## config.mk

```make
export PLATFORM = sky130hd
export DESIGN_NAME = usr_param
export DESIGN_NICKNAME = d
export VERILOG_FILES = /design/src/rtl/usr_param.sv
export SDC_FILE = /design/constraint.sdc
export NUM_CORES = 1
export LEC_CHECK = 0
export CAP_MARGIN = 20
export CELL_PAD_IN_SITES_DETAIL_PLACEMENT = 0
export CELL_PAD_IN_SITES_GLOBAL_PLACEMENT = 1
export CORE_ASPECT_RATIO = 1.5
export CORE_MARGIN = 1
export CORE_UTILIZATION = 25
export CTS_CLUSTER_DIAMETER = 60
export DETAILED_ROUTE_END_ITERATION = 8
export GPL_ROUTABILITY_DRIVEN = 0
export PLACE_DENSITY_LB_ADDON = 0.1
export SLEW_MARGIN = 10
export SYNTH_ARGS = -nofsm -noshare
export SYNTH_HDL_FRONTEND = slang
export SYNTH_SLANG_ARGS = --single-unit
```

## constraint.sdc

```tcl
create_clock -name clk -period 3.5 [get_ports clk]
set_input_delay 0.7 -clock clk [delete_from_list [all_inputs] [get_ports clk]]
set_output_delay 0.7 -clock clk [all_outputs]
set_load 0.01 [all_outputs]
```

## src/rtl/usr_param.sv

```systemverilog
// usr_param: parametrised universal shift register with hold, shift,
// rotate, arithmetic shift and parallel load, serial chaining outputs,
// and a counted burst-shift engine that reports through busy/done.
//
// Burst handshake: start is a single-cycle request. It is accepted only in
// IDLE with en high and a shift-class mode. On acceptance busy rises after
// that edge and stays high until the edge that performs the last step.
// done is then high for exactly one cycle. A request with cnt=0 never
// raises busy and yields a done pulse one cycle later. A start seen while
// busy is dropped rather than queued.
module usr_param #(
  parameter int WIDTH = 8,
  parameter int CNT_W = 4
) (
  input  logic             clk,
  input  logic             rst_n,
  input  logic             en,
  input  logic [2:0]       mode,
  input  logic [WIDTH-1:0] par_in,
  input  logic             s_left,
  input  logic             s_right,
  input  logic [CNT_W-1:0] cnt,
  input  logic             start,
  output logic [WIDTH-1:0] Q,
  output logic             s_out_left,
  output logic             s_out_right,
  output logic             busy,
  output logic             done,
  output logic             state_dbg
);

  typedef enum logic {
    IDLE  = 1'b0,
    BURST = 1'b1
  } state_t;

  state_t           state, state_n;
  logic [WIDTH-1:0] q_r, q_n;
  logic [2:0]       op_q, op_n;
  logic [CNT_W-1:0] rem_q, rem_n;
  logic             done_q, done_n;

  // One register step for a given operation code.
  function automatic logic [WIDTH-1:0] step_op(
    input logic [2:0]       op,
    input logic [WIDTH-1:0] cur,
    input logic [WIDTH-1:0] load,
    input logic             sl,
    input logic             sr
  );
    logic [WIDTH-1:0] r;
    case (op)
      3'b001:  r = {sr, cur[WIDTH-1:1]};
      3'b010:  r = {cur[WIDTH-2:0], sl};
      3'b011:  r = load;
      3'b100:  r = {cur[0], cur[WIDTH-1:1]};
      3'b101:  r = {cur[WIDTH-2:0], cur[WIDTH-1]};
      3'b110:  r = {cur[WIDTH-1], cur[WIDTH-1:1]};
      default: r = cur;
    endcase
    return r;
  endfunction

  // Modes that a burst may repeat; hold, load and reserved are excluded.
  function automatic logic is_shift_class(input logic [2:0] m);
    return (m == 3'b001) || (m == 3'b010) || (m == 3'b100) ||
           (m == 3'b101) || (m == 3'b110);
  endfunction

  // State register; reset wins over en and aborts a burst silently.
  always_ff @(posedge clk) begin
    if (!rst_n) begin
      state  <= IDLE;
      q_r    <= '0;
      op_q   <= 3'b000;
      rem_q  <= '0;
      done_q <= 1'b0;
    end else begin
      state  <= state_n;
      q_r    <= q_n;
      op_q   <= op_n;
      rem_q  <= rem_n;
      done_q <= done_n;
    end
  end

  // Next-state logic: direct mode or burst acceptance in IDLE, counted
  // steps in BURST; en low freezes everything except the done pulse.
  always_comb begin
    state_n = state;
    q_n     = q_r;
    op_n    = op_q;
    rem_n   = rem_q;
    done_n  = 1'b0;
    case (state)
      IDLE: begin
        if (en) begin
          if (start && is_shift_class(mode)) begin
            if (cnt == '0) begin
              done_n = 1'b1;
            end else begin
              op_n    = mode;
              rem_n   = cnt;
              state_n = BURST;
            end
          end else begin
            q_n = step_op(mode, q_r, par_in, s_left, s_right);
          end
        end
      end
      BURST: begin
        if (en) begin
          q_n   = step_op(op_q, q_r, par_in, s_left, s_right);
          rem_n = rem_q - CNT_W'(1);
          if (rem_q == CNT_W'(1)) begin
            state_n = IDLE;
            done_n  = 1'b1;
          end
        end
      end
      default: state_n = IDLE;
    endcase
  end

  assign Q           = q_r;
  assign s_out_left  = q_r[WIDTH-1];
  assign s_out_right = q_r[0];
  assign busy        = (state == BURST);
  assign done        = done_q;
  assign state_dbg   = state;

endmodule

```

# Yosys cells after proc, flatten, opt, wreduce, memory -nomap -nowiden
# Cells that the tools add are included.
[op_classes]
shift = 0
reduce_logical = 10
mul = 0
add_sub_neg = 1
n_div = 0
eq_ne = 24
bitwise_logic = 2
mux = 23
order_cmp = 0
[ops]
columns = ["op", "n"]
rows = [
  ["$pmux 8 s6", 2],
  ["$mux 8", 3],
  ["$eq 3x3->1 const B", 6],
  ["$mux 4", 4],
  ["$pmux 8 s2", 1],
  ["$ne 2x2->1 const B", 7],
  ["$eq 3x2->1 const B", 4],
  ["$mux 1", 10],
  ["$pmux 4 s2", 1],
  ["$reduce_and 4->1", 2],
  ["$ne 7x1->1 const B", 1],
  ["$ne 7x6->1 const B", 1],
  ["$reduce_and 7->1", 1],
  ["$eq 3x1->1 const B", 2],
  ["$ne 6x1->1 const B", 1],
  ["$ne 6x5->1 const B", 1],
  ["$reduce_and 5->1", 1],
  ["$eq 4x1->1 const B", 1],
  ["$logic_not 4->1", 1],
  ["$logic_or 1x1->1", 4],
  ["$pmux 1 s2", 2],
  ["$sub 4x1->4 const B", 1],
  ["$not 1->1", 2],
  ["$logic_and 1x1->1", 1],
]
[word_totals]
inputBits = 21
n_memories = 0
reg_bits = 17
romBits = 0
ram_bits = 0
output_inout_bits = 13
latch_bits = 0

# Longest topological paths before layout
# Gate-level depths: netlist (run 1).
[logic_depth]
word_depth = 9
ltp_mapped = 7
mapped_depth_nobuf = 6

# Worst setup path before layout (run 1)
# No wires, ideal clock.
[synth_path]
path_type = "input port to flip-flop"
start = "input mode[0]"
end = "register rem_q[1]"
cell_stages = 6
path_slack_ps = 1543
t_arrival_ps = 1832
setup_ps = 125
path_cell_list = "buf_2 > o21bai_1 > a211oi_4 > o21ai_1 > a211oi_1 > a211oi_1"
[synth_between]
elab_chain_cells = 8
word_cells_on_any_way = 12
cone_classes = "6 x eq/ne; 6 x reduce/logical"
[synth_rtl]
columns = ["element", "line_no", "text"]
rows = [
  ["from (decl)", "18", "input logic [2:0] mode,"],
  ["$eq 3x1->1 or $eq 3x2->1 (tied branches)", "66", "return (m == 3'b001) || (m == 3'b010) || (m == 3'b100) ||"],
  ["$logic_or 1x1->1 (3 in series)", "66", ""],
  ["$logic_or 1x1->1 *", "67", "(m == 3'b101) || (m == 3'b110);"],
  ["$logic_and 1x1->1 *", "98", "if (start && is_shift_class(mode)) begin"],
  ["$ne 2x2->1 (no source line) *", "-", ""],
  ["$reduce_and 4->1 (no source line) *", "-", ""],
  ["to (signal assigned)", "82", "rem_q <= rem_n;"],
  ["to (decl)", "40", "logic [CNT_W-1:0] rem_q, rem_n;"],
]
# Mark *: on every way between the ends. The rest lies on a longest branch, timed or not.
# A chain may end at the register's enable or synchronous reset.

# Worst setup path in the final report (run 1)
# Ends and elaborated chain as after synthesis.

==> parameters.txt, run 1 <==
Parameter                              Value

Outcome
  Status ... finished, final reports clean

Clock tree
  Root buffer cell ... clkbuf_8
  Cts hold-fix bufs ... 0
  Register clock-pin slew on the reported worst setup and hold paths ... ~0.070 ns
  Cts repair resizes ... 0
  Clock latency on the worst-skew pair ... approximately 0.26 ns
  TritonCTS clock tree ... built
  Maximum clock path buffer count ... 2
  Number of H-tree levels ... 1
  Number of CTS-inserted buffers ... 3
  Number of buffers added for setup after CTS ... 0
  Clk sinks ... 17

Detailed routing
  WL/cell ... 19.3 um
  Via density per instance ... approximately 5.7
  Violation count after the first detailed-routing iteration ... 72
  Pre-antenna DRT Iters ... 4
  Final routed wirelength across all metal layers ... roughly 6.2 mm
  Post-detailed-route DRC marker count ... 0
  Number of nets with antenna violations after detailed routing ... 0
  Via count ... ~1800

Floorplan
  I/O Pins ... 34
  Die span in y ... 102 um
  DIE AREA ... about 7000 um2
  Die outline width ... around 70 um
  Core Area ... ~6400 um2
  Effective utilization at floorplan ... 25.8%
  Number of core rows ... 36

Timing
  Number of pins exceeding their max-slew limit in the final report ... 0
  Setup repair after global routing missed its margin ... false
  Max transition margin ... roughly 54%
  Final hold slack ... about 0.52 ns
  Peak Freq ... slightly below 400 MHz
  Actual transition at the worst max-transition pin ... about 0.68 ns
  Final setup margin ... a little over 0.9 ns
  Worst Skew ... 0.00321 ns
  Period Utilization, post-route ... about 74%
  Number of hold violations in the final report ... 0
  Period minus WS final ... between 2 and 3 ns
  Final setup violation count ... 0
  Total negative slack ... 0 ns

Cells and area
  Total of fill cells in the finished design ... between 600 and 700
  Share of layout cells above drive strength 1 ... roughly 9%
  # nets final ... roughly 270
  Synth-to-Final Area Change ... 25.2%
  Antenna diode count ... 0

GRT
  Global-route wire length before repair ... around 9.8 mm
  Number of antenna violations at the first check in global routing ... 0
  Largest net degree at the start of global routing ... 20
  Total grt overflow ... 0
  Global-route usage over all layers ... between 10% and 20%
  Via count of the first global-routing pass ... ~1800

Place
  Quantity of I/O buffers inserted on ports ... 33
  HPWL after detailed placement ... 4.59 mm
  Post-Place Setup Slack ... 0.672 ns

Yosys
  Most frequently used flop master after synthesis ... dfxtp_1
  Number of distinct library cell variants in the gate-level netlist after synthesis ... 58
  Synth top area cells ... dfxtp_1 20%, a21oi_1 4.2%, o21ai_0 4.2%, a221oi_1 3.7%, inv_1 3.6%
  Post-synth EDFFs ... 0
  Nets in the synthesized netlist ... about 240
  Average footprint of a synthesized cell ... ~7.5 um2
  Cell type with the highest aggregate area in the netlist ... dfxtp_1
  Number of cells produced by synthesis ... between 200 and 250
  Warnings, synthesis ... 0
  Top cell type's share of synthesized area ... between 20 and 25%
  Synth top cells by count ... 17 x dfxtp_1, 16 x inv_1, 14 x a21oi_1, 14 x o21ai_0, 13 x nand2_1
  Share of the yosys chip area belonging to registers ... between 20% and 30%
  Most common cell in the netlist ... dfxtp_1
  Number of storage elements in the synthesis netlist ... 17
  Share of flip-flops with an asynchronous set or reset after synthesis ... 0%
  Syn Std Cell Area ... approximately 1700 um2

Worst setup path
  Critical setup path kind ... input pin to flop
  Number of cells on the worst reg-to-reg path ... 5
  Critical path endpoint ... rem_q[1]
  R2r endpoint ... Q[1]
  Launching point of the worst reg2reg path ... busy
  Crit path arrival time ... 2.71 ns
  Endpoint type of the worst setup path ... flop
  Worst setup slack for register-to-register paths ... roughly 1.4 ns
  Critical path data required time ... 3.64 ns
  Startpoint type of the worst setup path ... input pin
  Launching instance or port of the critical path ... mode[0]
  Worst-path maximum fanout ... 10

Pwr
  Worst-case vdd ir drop ... about 0.13 mV
  Total power ... 0.561 mW
  Leakage component of the power ... between 0.7 and 0.8 nW
  Cell Pwr Density ... around 270 nW/um2

Job
  Max-capacitance violation count ... 0

Min path
  Path class of the lowest-slack min-delay path ... flop to flop
## cell type report
cell class | instances | area (um2) | share of cell area (%)
Inverter | 17 | 63.8 | 3.07
Multi-Input combinational cell | 167 | 1150 | 55.4
Clock inverter | 1 | 5.00 | 0.241
Timing Repair Buffer | 40 | 383 | 18.4
Clock buffer | 3 | 41.3 | 1.99
Tap cell | 76 | 95.1 | 4.57
Sequential cell | 17 | 340 | 16.4
## metal layers
metal	track usage [%]	part of all wire, %
met1	23.0	44
met2	35.7	53
met3	1.00	2.6
met4	5.29	1.1
met5	0	0
## per-stage QoR
stage / utilization, % / cells / instance area, um2
floorplan: - / 221 / 1660
global placement: 31.6 / 317 / 2030
detailed placement: 31.6 / 317 / 2030
CTS: 32.3 / 321 / 2080
global route: 32.3 / 321 / 2080
finish: 32.3 / 321 / 2080
## state kept, by name, indices dropped and copies added, names as in the netlist
| signal | count |
|---|---|
| op_q | 3 |
| busy | 1 |
| done | 1 |
| rem_q | 4 |
| Q | 8 |
## cell families after synthesis
logic type | share of synthesized area [%]
and+or+nand+nor | 22.4
DFF | 20.5
xor gates and xnor gates | 0.528
AOI/OAI and AO/OA | 39.7
buffers and inverters | 10.2
adders and majority gates | 1.51
muxes | 5.20
## how the worst min path moves through the flow
stage	from	endpoint	depth (start not counted)
3_3_place_gp	rem_q[0]	rem_q[0]	2
6_report	rem_q[0]	rem_q[0]	2
4_1_cts	rem_q[0]	rem_q[0]	2
5_1_grt	rem_q[0]	rem_q[0]	2
2_1_floorplan	rem_q[1]	rem_q[1]	2
3_5_place_dp	rem_q[0]	rem_q[0]	2
## where the power goes
group	switching [mW]	leakage (nW)	internal, mW	total, mW
Combinational	0.0961	0.574	0.0869	0.183
Sequential	0.0212	0.138	0.202	0.224
Clock	0.0756	0.0255	0.0792	0.155
Total	0.193	0.738	0.369	0.561
## cells in the final DEF, fill, tap and decap left out, types with 3 or more instances in the layout
cell type        netlist  routed
a221oi_1               7       7
inv_1                 16      16
o22ai_1                5       5
mux2i_1                3       3
nor2b_1                6       6
nand3_1                7       7
nand2_1               13      13
and2_1                 3       3
a22oi_1                3       3
nand3b_1               3       3
a21oi_1               14      14
o2bb2ai_1              3       3
a211oi_1               6       6
o21ai_0               14      14
nor3_1                 5       5
nand2b_1               7       7
dfxtp_1               17      17
clkbuf_8               0       3
clkdlybuf4s50_1        0      33
nor2_1                10      10
a32o_1                 3       3
o21bai_1               4       4
a31oi_1                4       4
o211ai_1               3       3
buf_4                  3       7
o21ai_1                6       6
## worst max-delay path: stages
cell and delay (ns):
clkdlybuf4s50_1 0.69, o21bai_1 0.37, a211oi_4 0.47, o21ai_1 0.14, a211oi_1 0.25, a211oi_1 0.08
(Power assumes the default switching activity.)
==> run 2, diff against run 1 <==
- clock period: 3.5 -> 2.25 ns (I/O delays scaled with it)
==> run 2 against run 1 <==
Net effect: cell area up 8.3%; via count up 3.7%; global-route usage up 0.70 points; sequential power up 53%; clock power up 59%; cell count up 5.6%; sequential share of layout area down 1.3 points; critical path depth unchanged; non-clock buffer count up 18; die area unchanged; largest cell class unchanged.
==> parameters.txt, run 2 (synthesis gave the netlist of run 1 again) <==
Parameter                              Value

Outcome
  Status ... finished, final reports clean (unchanged)

GRT
  GR Layer Usage met1 ... 21.7% (was 23.0%)
  Number of antenna violations at the first check in global routing ... 0 (unchanged)
  Global-route usage over all layers ... 19.9% (was 19.2%)
  Via count of the first global-routing pass ... 1981 (was 1806)
  Global-route wire length before repair ... 10.2 mm (was 9.83 mm)
  Met3 Track Usage GR ... 1.56% (was 1.00%)
  Met2 demand-to-capacity share in global routing ... 37.3% (was 35.7%)
  Total grt overflow ... 0 (unchanged)
  Largest net degree at the start of global routing ... 20 (unchanged)
  Layer with the highest usage after global routing ... met2 (unchanged)

Job
  Max-capacitance violation count ... 0 (unchanged)

Timing
  Final setup violation count ... 0 (unchanged)
  Final hold slack ... 0.530 ns (was 0.517 ns)
  Worst Skew ... 0.00425 ns (was 0.00321 ns)
  Max transition margin ... 69.5% (was 54.3%)
  Actual transition at the worst max-transition pin ... 0.447 ns (was 0.684 ns)
  Period Utilization, post-route ... 91.6%
  Period minus WS final ... 2.06 ns
  Setup repair after global routing missed its margin ... false (unchanged)
  Number of hold violations in the final report ... 0 (unchanged)
  Peak Freq ... 485 MHz
  Final setup margin ... 0.189 ns (was 0.924 ns)
  Number of pins exceeding their max-slew limit in the final report ... 0 (unchanged)

Detailed routing
  Final routed wirelength across all metal layers ... 6.36 mm (was 6.20 mm)
  WL/cell ... 18.8 um (was 19.3 um)
  Post-detailed-route DRC marker count ... 0 (unchanged)
  Via density per instance ... 5.60 (was 5.70)
  Pre-antenna DRT Iters ... 4 (unchanged)
  Via count ... 1897 (was 1830)
  Violation count after the first detailed-routing iteration ... 73 (was 72)
  Number of nets with antenna violations after detailed routing ... 0 (unchanged)

Cells and area
  Total of fill cells in the finished design ... 703 (was 698)
  Final instance area ... 2250 um2 (was 2080 um2)
  # nets final ... 287 (was 269)
  Antenna diode count ... 0 (unchanged)
  Most frequent standard cell in the layout excluding fill and tap cells ... clkdlybuf4s50_1 (unchanged)
  Commonest cells after routing, fill and taps aside ... 33 x clkdlybuf4s50_1, 22 x buf_4, 17 x dfxtp_1 (was 33 x clkdlybuf4s50_1, 17 x dfxtp_1, 16 x inv_1)
  Synth-to-Final Area Change ... 35.6% (was 25.2%)
  Flip-flop count of the largest register, all copies and words added ... 8 (unchanged)
  Share of layout cells above drive strength 1 ... 15.2% (was 8.98%)

Clock tree
  Number of H-tree levels ... 1 (unchanged)
  Register clock-pin slew on the reported worst setup and hold paths ... 0.08 ns (was 0.07 ns)
  Clock latency on the worst-skew pair ... 0.26 ns (about the same)
  Root buffer cell ... clkbuf_8 (unchanged)
  Clk sinks ... 17 (unchanged)
  Maximum clock path buffer count ... 2 (unchanged)
  Cts repair resizes ... 0 (unchanged)
  Cts hold-fix bufs ... 0 (unchanged)
  Number of CTS-inserted buffers ... 3 (unchanged)
  Number of buffers added for setup after CTS ... 0 (unchanged)
  TritonCTS clock tree ... built (unchanged)

Floorplan
  DIE AREA ... 6980 um2 (unchanged)
  Effective utilization at floorplan ... 25.8% (unchanged)
  I/O Pins ... 34 (unchanged)
  Core Area ... 6440 um2 (unchanged)
  Die span in y ... 102 um (unchanged)
  Die outline width ... 68.5 um (unchanged)
  Number of core rows ... 36 (unchanged)

Worst setup path
  Worst-path maximum fanout ... 19 (was 10)
  Cells traversed along the worst timing path ... clkdlybuf4s50_1 -> buf_12 -> nand2b_1 -> o22ai_1 -> a2111oi_0 -> o221a_1 (was clkdlybuf4s50_1 -> o21bai_1 -> a211oi_4 -> o21ai_1 -> a211oi_1 -> a211oi_1)
  Slowest cell delay on critical path ... 0.54 ns (was 0.69 ns)
  Critical path data required time ... 2.45 ns (was 3.64 ns)
  Slowest stage cell on the critical path ... clkdlybuf4s50_1 (unchanged)
  Critical setup path kind ... input pin to flop (unchanged)
  Crit path arrival time ... 2.26 ns (was 2.71 ns)
  Startpoint type of the worst setup path ... input pin (unchanged)
  Endpoint type of the worst setup path ... flop (unchanged)

Place
  Post-Place Cell Area ... 2210 um2 (was 2030 um2)
  Post-Place Setup Slack ... -0.0741 ns (was 0.672 ns)
  HPWL after detailed placement ... 4.89 mm (was 4.59 mm)
  Quantity of I/O buffers inserted on ports ... 33 (unchanged)

Pwr
  Leakage component of the power ... 0.838 nW (was 0.738 nW)
  Cell Pwr Density ... 406 nW/um2 (was 270 nW/um2)
  Worst-case vdd ir drop ... 0.176 mV (was 0.129 mV)

Min path
  Path class of the lowest-slack min-delay path ... flop to flop (unchanged)
==> run 2: path summary, 6_finish.rpt <==
| path | to | slack [ns] | cells after the start | startpoint |
|---|---|---|---|---|
| worst max register to register | Q[0] | 0.40 | 5 | op_q[1] |
| worst min register to register | rem_q[1] | 0.53 | 2 | rem_q[1] |
| worst max-delay path | Q[7] | 0.19 | 6 | mode[2] |
| worst min-delay path | rem_q[1] | 0.53 | 2 | rem_q[1] |
==> run 2: area by class of cell <==
cell class | count | area, um2 | area share (%)
clock buffers | 3 | 41.3 | 1.83
clock inverters | 1 | 5.00 | 0.222
inverters | 17 | 63.8 | 2.83
multi-input cells | 167 | 1150 | 51.1
flip-flops and latches | 17 | 340 | 15.1
well taps | 76 | 95.1 | 4.22
repair buffers | 58 | 556 | 24.7
==> run 2: layer usage <==
| layer | share of wire, % | up-vias |
|---|---|---|
| met2 | 52 | 60 |
| li1 | - | 925 |
| met3 | 3.1 | 15 |
| met1 | 41 | 897 |
| met4 | 3.9 | 0 |
| met5 | 0 | - |
==> run 2: critical path, delay by kind of cell <==
| kind | cells | cell delay (ns) |
|---|---|---|
| AOI/OAI and AO/OA | 3 | 0.86 |
| buffers and inverters | 2 | 0.71 |
| and+or+nand+nor | 1 | 0.23 |
==> run 2: where the power goes <==
part           total, mW  internal (mW)  switching, mW
clock              0.247          0.123          0.124
combinational      0.324          0.164          0.161
sequential         0.342          0.315         0.0275
total              0.914          0.602          0.312
==> run 2: through the flow <==
stage	util (%)	instances	setup TNS, ns	power, mW
6_report	35.0	339	0	0.914
5_1_grt	35.0	339	0	0.976
4_1_cts	35.0	339	0	0.925
3_5_place_dp	34.2	335	-0.229	0.673
3_3_place_gp	34.2	335	-0.110	0.678
2_1_floorplan	-	221	0	0.519
==> run 3, diff against run 2 <==
- GPL_ROUTABILITY_DRIVEN: 0 -> unset
==> results of run 3 <==
Same layout as run 2: the final DEF is identical, and so are final timing and power.
